<file path="src/rtl/pipeline_sequencer_if.sv">
// Handshake bundle between the decode controller and the pipeline sequencer.
// The master side (controller / environment) drives the requests, the slave
// side (sequencer) returns enables, squash state and status.
interface pipeline_sequencer_if;
  logic        run;
  logic        stall_FETCH;
  logic        mul_req;
  logic        mul_done;
  logic        stall_EX;
  logic        pc_en;
  logic        ir_en;
  logic        mul_start;
  logic        wb_en;
  logic        mul_err;
  logic [31:0] instret;

  modport master (
    output run, stall_FETCH, mul_req, mul_done,
    input  stall_EX, pc_en, ir_en, mul_start, wb_en, mul_err, instret
  );

  modport slave (
    input  run, stall_FETCH, mul_req, mul_done,
    output stall_EX, pc_en, ir_en, mul_start, wb_en, mul_err, instret
  );
endinterface

</file>
<file path="src/rtl/pipeline_sequencer.sv">
// Pipeline sequencer for the two-stage RV32 core: owns the EX squash bit,
// PC / IR load enables, write-back qualification, the multi-cycle multiplier
// wait with timeout, halting at instruction boundaries and the retire counter.
module pipeline_sequencer #(
  parameter int unsigned MUL_TIMEOUT = 15
) (
  input  logic                 clk,
  input  logic                 rst_n,
  pipeline_sequencer_if.slave  seq
);

  typedef enum logic [1:0] {
    ST_RUN  = 2'd0,
    ST_WAIT = 2'd1,
    ST_HALT = 2'd2
  } state_e;

  // Last counter value allowed in MUL_WAIT before the multiply is abandoned.
  localparam logic [7:0] TMO_LAST = 8'(MUL_TIMEOUT - 32'd1);

  state_e      state_q, state_d;
  logic        stall_ex_q, stall_ex_d;
  logic [31:0] instret_q, instret_d;
  logic        mul_err_q, mul_err_d;
  logic [7:0]  cnt_q, cnt_d;

  logic        pc_en_s;
  logic        ir_en_s;
  logic        wb_en_s;
  logic        mul_start_s;

  // Next-state and same-cycle enable decode from state, squash bit and inputs.
  always_comb begin
    state_d     = state_q;
    stall_ex_d  = stall_ex_q;
    instret_d   = instret_q;
    mul_err_d   = mul_err_q;
    cnt_d       = cnt_q;
    pc_en_s     = 1'b0;
    ir_en_s     = 1'b0;
    wb_en_s     = 1'b0;
    mul_start_s = 1'b0;

    case (state_q)
      ST_RUN: begin
        if (!seq.run) begin
          // Halt at the boundary; the EX instruction re-executes on resume.
          state_d = ST_HALT;
        end else if (stall_ex_q) begin
          // Squashed slot: advance the pipe, write nothing back.
          pc_en_s    = 1'b1;
          ir_en_s    = 1'b1;
          stall_ex_d = 1'b0;
        end else if (seq.mul_req) begin
          mul_start_s = 1'b1;
          cnt_d       = 8'd0;
          state_d     = ST_WAIT;
        end else begin
          pc_en_s    = 1'b1;
          ir_en_s    = 1'b1;
          wb_en_s    = 1'b1;
          stall_ex_d = seq.stall_FETCH;
          instret_d  = instret_q + 32'd1;
        end
      end

      ST_WAIT: begin
        cnt_d = cnt_q + 8'd1;
        if (seq.mul_done) begin
          pc_en_s    = 1'b1;
          ir_en_s    = 1'b1;
          wb_en_s    = 1'b1;
          stall_ex_d = 1'b0;
          instret_d  = instret_q + 32'd1;
          state_d    = seq.run ? ST_RUN : ST_HALT;
        end else if (cnt_q == TMO_LAST) begin
          // Multiplier never answered: drop the instruction and move on.
          pc_en_s    = 1'b1;
          ir_en_s    = 1'b1;
          stall_ex_d = 1'b0;
          mul_err_d  = 1'b1;
          state_d    = seq.run ? ST_RUN : ST_HALT;
        end else begin
          state_d = ST_WAIT;
        end
      end

      ST_HALT: begin
        if (seq.run) begin
          state_d = ST_RUN;
        end else begin
          state_d = ST_HALT;
        end
      end

      default: begin
        // Unreachable encoding: recover to a squashed RUN slot.
        state_d    = ST_RUN;
        stall_ex_d = 1'b1;
      end
    endcase
  end

  // State registers with asynchronous return to the reset values.
  always_ff @(posedge clk or negedge rst_n) begin
    if (!rst_n) begin
      state_q    <= ST_RUN;
      stall_ex_q <= 1'b1;
      instret_q  <= 32'd0;
      mul_err_q  <= 1'b0;
      cnt_q      <= 8'd0;
    end else begin
      state_q    <= state_d;
      stall_ex_q <= stall_ex_d;
      instret_q  <= instret_d;
      mul_err_q  <= mul_err_d;
      cnt_q      <= cnt_d;
    end
  end

  assign seq.stall_EX  = stall_ex_q;
  assign seq.instret   = instret_q;
  assign seq.mul_err   = mul_err_q;
  assign seq.pc_en     = pc_en_s;
  assign seq.ir_en     = ir_en_s;
  assign seq.wb_en     = wb_en_s;
  assign seq.mul_start = mul_start_s;

endmodule

</file>
<file path="src/flat_wrapper.sv">
// flat-port wrapper written by rule: the top's interface ports become plain ports
module pipeline_sequencer_flat 
#(
  parameter int unsigned MUL_TIMEOUT = 15
)
  (clk, rst_n, seq_run, seq_stall_FETCH, seq_mul_req, seq_mul_done, seq_stall_EX, seq_pc_en, seq_ir_en, seq_mul_start, seq_wb_en, seq_mul_err, seq_instret);
  pipeline_sequencer_if seq_i ();
  input  logic clk;
  input  logic rst_n;
  input wire logic [$bits(seq_i.run)-1:0] seq_run;
  input wire logic [$bits(seq_i.stall_FETCH)-1:0] seq_stall_FETCH;
  input wire logic [$bits(seq_i.mul_req)-1:0] seq_mul_req;
  input wire logic [$bits(seq_i.mul_done)-1:0] seq_mul_done;
  output wire logic [$bits(seq_i.stall_EX)-1:0] seq_stall_EX;
  output wire logic [$bits(seq_i.pc_en)-1:0] seq_pc_en;
  output wire logic [$bits(seq_i.ir_en)-1:0] seq_ir_en;
  output wire logic [$bits(seq_i.mul_start)-1:0] seq_mul_start;
  output wire logic [$bits(seq_i.wb_en)-1:0] seq_wb_en;
  output wire logic [$bits(seq_i.mul_err)-1:0] seq_mul_err;
  output wire logic [$bits(seq_i.instret)-1:0] seq_instret;
  assign seq_i.run = seq_run;
  assign seq_i.stall_FETCH = seq_stall_FETCH;
  assign seq_i.mul_req = seq_mul_req;
  assign seq_i.mul_done = seq_mul_done;
  assign seq_stall_EX = seq_i.stall_EX;
  assign seq_pc_en = seq_i.pc_en;
  assign seq_ir_en = seq_i.ir_en;
  assign seq_mul_start = seq_i.mul_start;
  assign seq_wb_en = seq_i.wb_en;
  assign seq_mul_err = seq_i.mul_err;
  assign seq_instret = seq_i.instret;
  pipeline_sequencer #(.MUL_TIMEOUT(MUL_TIMEOUT)) u_core (.clk(clk), .rst_n(rst_n), .seq(seq_i));
endmodule
</file>
<file path="config.mk">
export PLATFORM = sky130hd
export DESIGN_NAME = pipeline_sequencer_flat
export DESIGN_NICKNAME = d
export VERILOG_FILES = /design/src/rtl/pipeline_sequencer_if.sv /design/src/rtl/pipeline_sequencer.sv /design/src/flat_wrapper.sv
export SDC_FILE = /design/constraint.sdc
export NUM_CORES = 1
export LEC_CHECK = 0
export CORE_ASPECT_RATIO = 0.9
export CORE_MARGIN = 1.5
export CORE_UTILIZATION = 40
export CTS_BUF_LIST = sky130_fd_sc_hd__clkbuf_4
export DETAILED_ROUTE_END_ITERATION = 6
export REMOVE_ABC_BUFFERS = 1
export SETUP_SLACK_MARGIN = 0.2
export SLEW_MARGIN = 20
export SYNTH_ARGS = -nofsm -noshare
export SYNTH_HDL_FRONTEND = slang
export SYNTH_SLANG_ARGS = --single-unit
</file>
<file path="constraint.sdc">
create_clock -name clk -period 2.6 [get_ports clk]
set_clock_uncertainty 0.05 [all_clocks]
set_input_delay 0.52 -clock clk [delete_from_list [all_inputs] [get_ports clk]]
set_output_delay 0.52 -clock clk [all_outputs]
set_load 0.05 [all_outputs]
</file>
==> metrics.md <==
| Metric | Value |
|---|---|
| Outcome | `finished, final reports clean` |
| Buffers added on ports | `43` |
| VDD IR max | `0.0004316 V` |
| Via count | `1,598` |
| Reg2Reg Launch Point | `u_core.state_q[0]$_DFFE_PN0P_` |
| Final setup viols | `0` |
| Share of layout cells above drive strength 1 | `19.76%` |
| Syn Inst Count | `190` |
| Multi-input logic area | `1012 sq um` |
| Total grt overflow | `0` |
| Final Net Count | `262` |
| Clk Latency, worst-skew pair | `0.34 ns` |
| Row count | `25` |
| Max_slew headroom | `64.11%` |
| Slew @ Worst Pin | `0.5384 ns` |
| DP Area | `2738 sq um` |
| TritonCTS clock tree | `yes` |
| Crit share post-route | `94.33%` |
| Met3 Use GR | `3.270%` |
| GRT met2 Usage | `24.65%` |
| Ant. Diodes | `0` |
| Post-DP HPWL | `3.093 mm` |
| First-pass DRT Iterations | `4` |
| Initial antenna violation count | `0` |
| Post-synth cell types | `34` |
| Crit Path Max Fanout | `2` |
| Die Width | `80.03 um` |
| F_max | `407.7 MHz` |
| Share of the synthesized area in the top cell type | `50.38%` |
| CP peak stage delay | `0.43 ns` |
| Vias per cell | `4.994` |
| CP max-delay cell | `dfrtp_2` |
| FF-to-FF End | `u_core.seq.instret[10]$_DFFE_PN0P_` |
| Max Cap Viol | `0` |
| RSZ-0062 raised after global routing | `true` |
| Post-DRT Antenna Nets | `0` |
| IO Pins | `44` |
| Min Tclk post-route | `2.453 ns` |
| FF+latch area | `1106 sq um` |
| Worst-path clk slew | `0.12 ns` |
| Yosys top cell by area | `dfrtp_1` |
| Reg2reg setup slack | `0.38 ns` |
| Worst setup EP type | `output port` |
| Cell area after synthesis | `2136 sq um` |
| Drt total wl | `4.402 mm` |
| Critical Path Start Type | `flop` |
| Yosys reg bits | `44` |
| Crit path arrival time | `1.88 ns` |
| Initial Utilization | `41.13%` |
| Reg2reg path depth | `6` |
| First-iteration detailed-routing DRC count | `74` |
| Detailed-route DRC error count | `0` |
| Core area | `5192 sq um` |
| Leading cell types in the layout, fill and taps excluded | `dfrtp_1 (40), clkdlybuf4s50_1 (36), xor2_1 (22)` |
| WS Path Type | `flop to output port` |
| Clk root buf | `clkbuf_4` |
| First-pass GRT wire length | `7.376 mm` |
| Seq/Total Area, Yosys | `51.61%` |
| Die Y | `72.32 um` |
| Worst min path class | `input pin to asynchronous set/reset pin` |
| Final core utilization | `55.11%` |
| DR WL/cell | `13.76 um` |
| Sum Neg Setup Slack | `0 ns` |
| Syn_area_per_cell | `11.24 sq um` |
| Worst setup margin | `0.1475 ns` |
| Total GRT Usage | `16.53%` |
| Final Hold Slack | `0.08813 ns` |
| GR Layer Usage met1 | `24.03%` |
| Commonest non-fill, non-tap cell in the layout | `dfrtp_1` |
| YS warnings | `0` |
| Minimum setup slack after placement | `-0.02151 ns` |
| Total power | `1.618 mW` |
| Largest net degree at the start of global routing | `24` |
| Dpl cells | `307` |
| Layout Cell Area excl Fill | `2861 sq um` |
| Clock Sinks | `44` |
| WP data required | `2.03 ns` |
| Final Hold Viols | `0` |
| Pins Over Slew Limit | `0` |
| CTS buffer count | `5` |
| Die area | `5787 sq um` |
| Routability cong. | `0.7776` |
| Leakage | `1.298 nW` |
| Area delta synth->final | `33.98%` |
| PD cells | `565.5 nW/um^2` |
| CTS Buffer Depth | `2` |
| Gr busiest metal | `met2` |
| Layout fillers | `510` |
| Vias in the first global route | `1,556` |
| Top cells by area, synth | `dfrtp_1 (50%), xor2_1 (9.0%), xnor2_1 (6.2%)` |
| Number of H-tree levels | `2` |
| Non-filler instance count after layout | `320` |
| Cell Chain, Critical Path | `inv_2 -> ha_4 -> nand4b_1 -> nor4_1 -> buf_4 -> o21ai_2 -> a21oi_2 -> buf_6 -> buf_12` |
worst max path at each step:
stage / endpoint / cells past startpoint / start
2_1_floorplan: seq_ir_en / 6 / u_core.cnt_q[0]$_DFFE_PN0P_
3_3_place_gp: u_core.seq.instret[10]$_DFFE_PN0P_ / 6 / seq_run
3_5_place_dp: u_core.seq.instret[10]$_DFFE_PN0P_ / 6 / seq_run
4_1_cts: seq_pc_en / 9 / u_core.cnt_q[0]$_DFFE_PN0P_
5_1_grt: seq_pc_en / 9 / u_core.cnt_q[0]$_DFFE_PN0P_
6_report: seq_pc_en / 9 / u_core.cnt_q[0]$_DFFE_PN0P_
cells in the mapped netlist:
cell type,number
dfrtp_1,43
nor4_1,1
inv_1,6
and2_1,2
buf_6,1
xor2_1,22
a211oi_4,2
nand3b_1,1
a21oi_1,7
nand4_1,12
and4_1,4
o21bai_1,1
ha_1,3
or2_1,1
mux2i_1,1
mux2_2,1
o22ai_1,1
xnor2_1,15
buf_4,1
nor2_1,16
or4b_4,1
clkbuf_1,1
nand3_1,10
nand2b_1,5
nor3_1,2
nand3_4,2
and3_1,7
dfstp_2,1
and3_4,1
nand4b_1,1
nand2_1,10
o21ai_0,1
nor3_2,6
a21o_1,1
repair_timing:
| action | CTS | global route |
|---|---|---|
| pin swaps | 2 | 3 |
| setup endpoints to repair | 3 | 5 |
| setup buffers | 5 | 1 |
| gates resized for setup | 9 | 4 |
| hold buffers | 0 | 0 |
power by group:
| group | total [mW] | internal [mW] | switching [mW] | leakage (nW) |
|---|---|---|---|---|
| combinational | 0.466 | 0.191 | 0.275 | 0.682 |
| clock | 0.318 | 0.110 | 0.207 | 0.0315 |
| sequential | 0.835 | 0.753 | 0.0821 | 0.584 |
cell type report:
cell class / count / share of cell area, %
Clock buffer: 6 / 1.574
Timing Repair Buffer: 59 / 20.51
Sequential cell: 44 / 38.65
Multi-Input combinational cell: 137 / 35.37
Clock inverter: 1 / 0.1749
Tap cell: 67 / 2.930
Inverter: 6 / 0.7871
cell families (layout without fill, tap and decap cells):
group,count (synthesis),count (layout),share of synthesized area [%]
buffers and inverters,9,72,2.109
multiplexers,2,2,0.9959
AO/OA/AOI/OAI,13,13,4.745
AND/OR/NAND/NOR,82,82,23.61
adder cells (fa/ha/maj),3,3,1.758
flip-flops,44,44,51.61
XOR/XNOR,37,37,15.17
state kept, by name, indices dropped and copies added (netlist names):
name	cells
u_core.seq.stall_EX	1
u_core.seq.mul_err	1
u_core.cnt_q	8
u_core.state_q	2
u_core.seq.instret	32
critical path, delay by kind of cell, from the launching register on:
| kind | cells | cell delay [ns] |
|---|---|---|
| buffers and inverters | 4 | 0.50 |
| DFF | 1 | 0.43 |
| and+or+nand+nor | 2 | 0.31 |
| AOI/OAI and AO/OA | 2 | 0.19 |
| adders and majority gates | 1 | 0.11 |
layer usage:
layer / share of wire, % / wire [um]
met5: 0 / 0
met4: 1.4 / 63
met3: 3.7 / 162
met2: 44 / 1928
met1: 51 / 2248
Power figures use the tool's default switching activity.
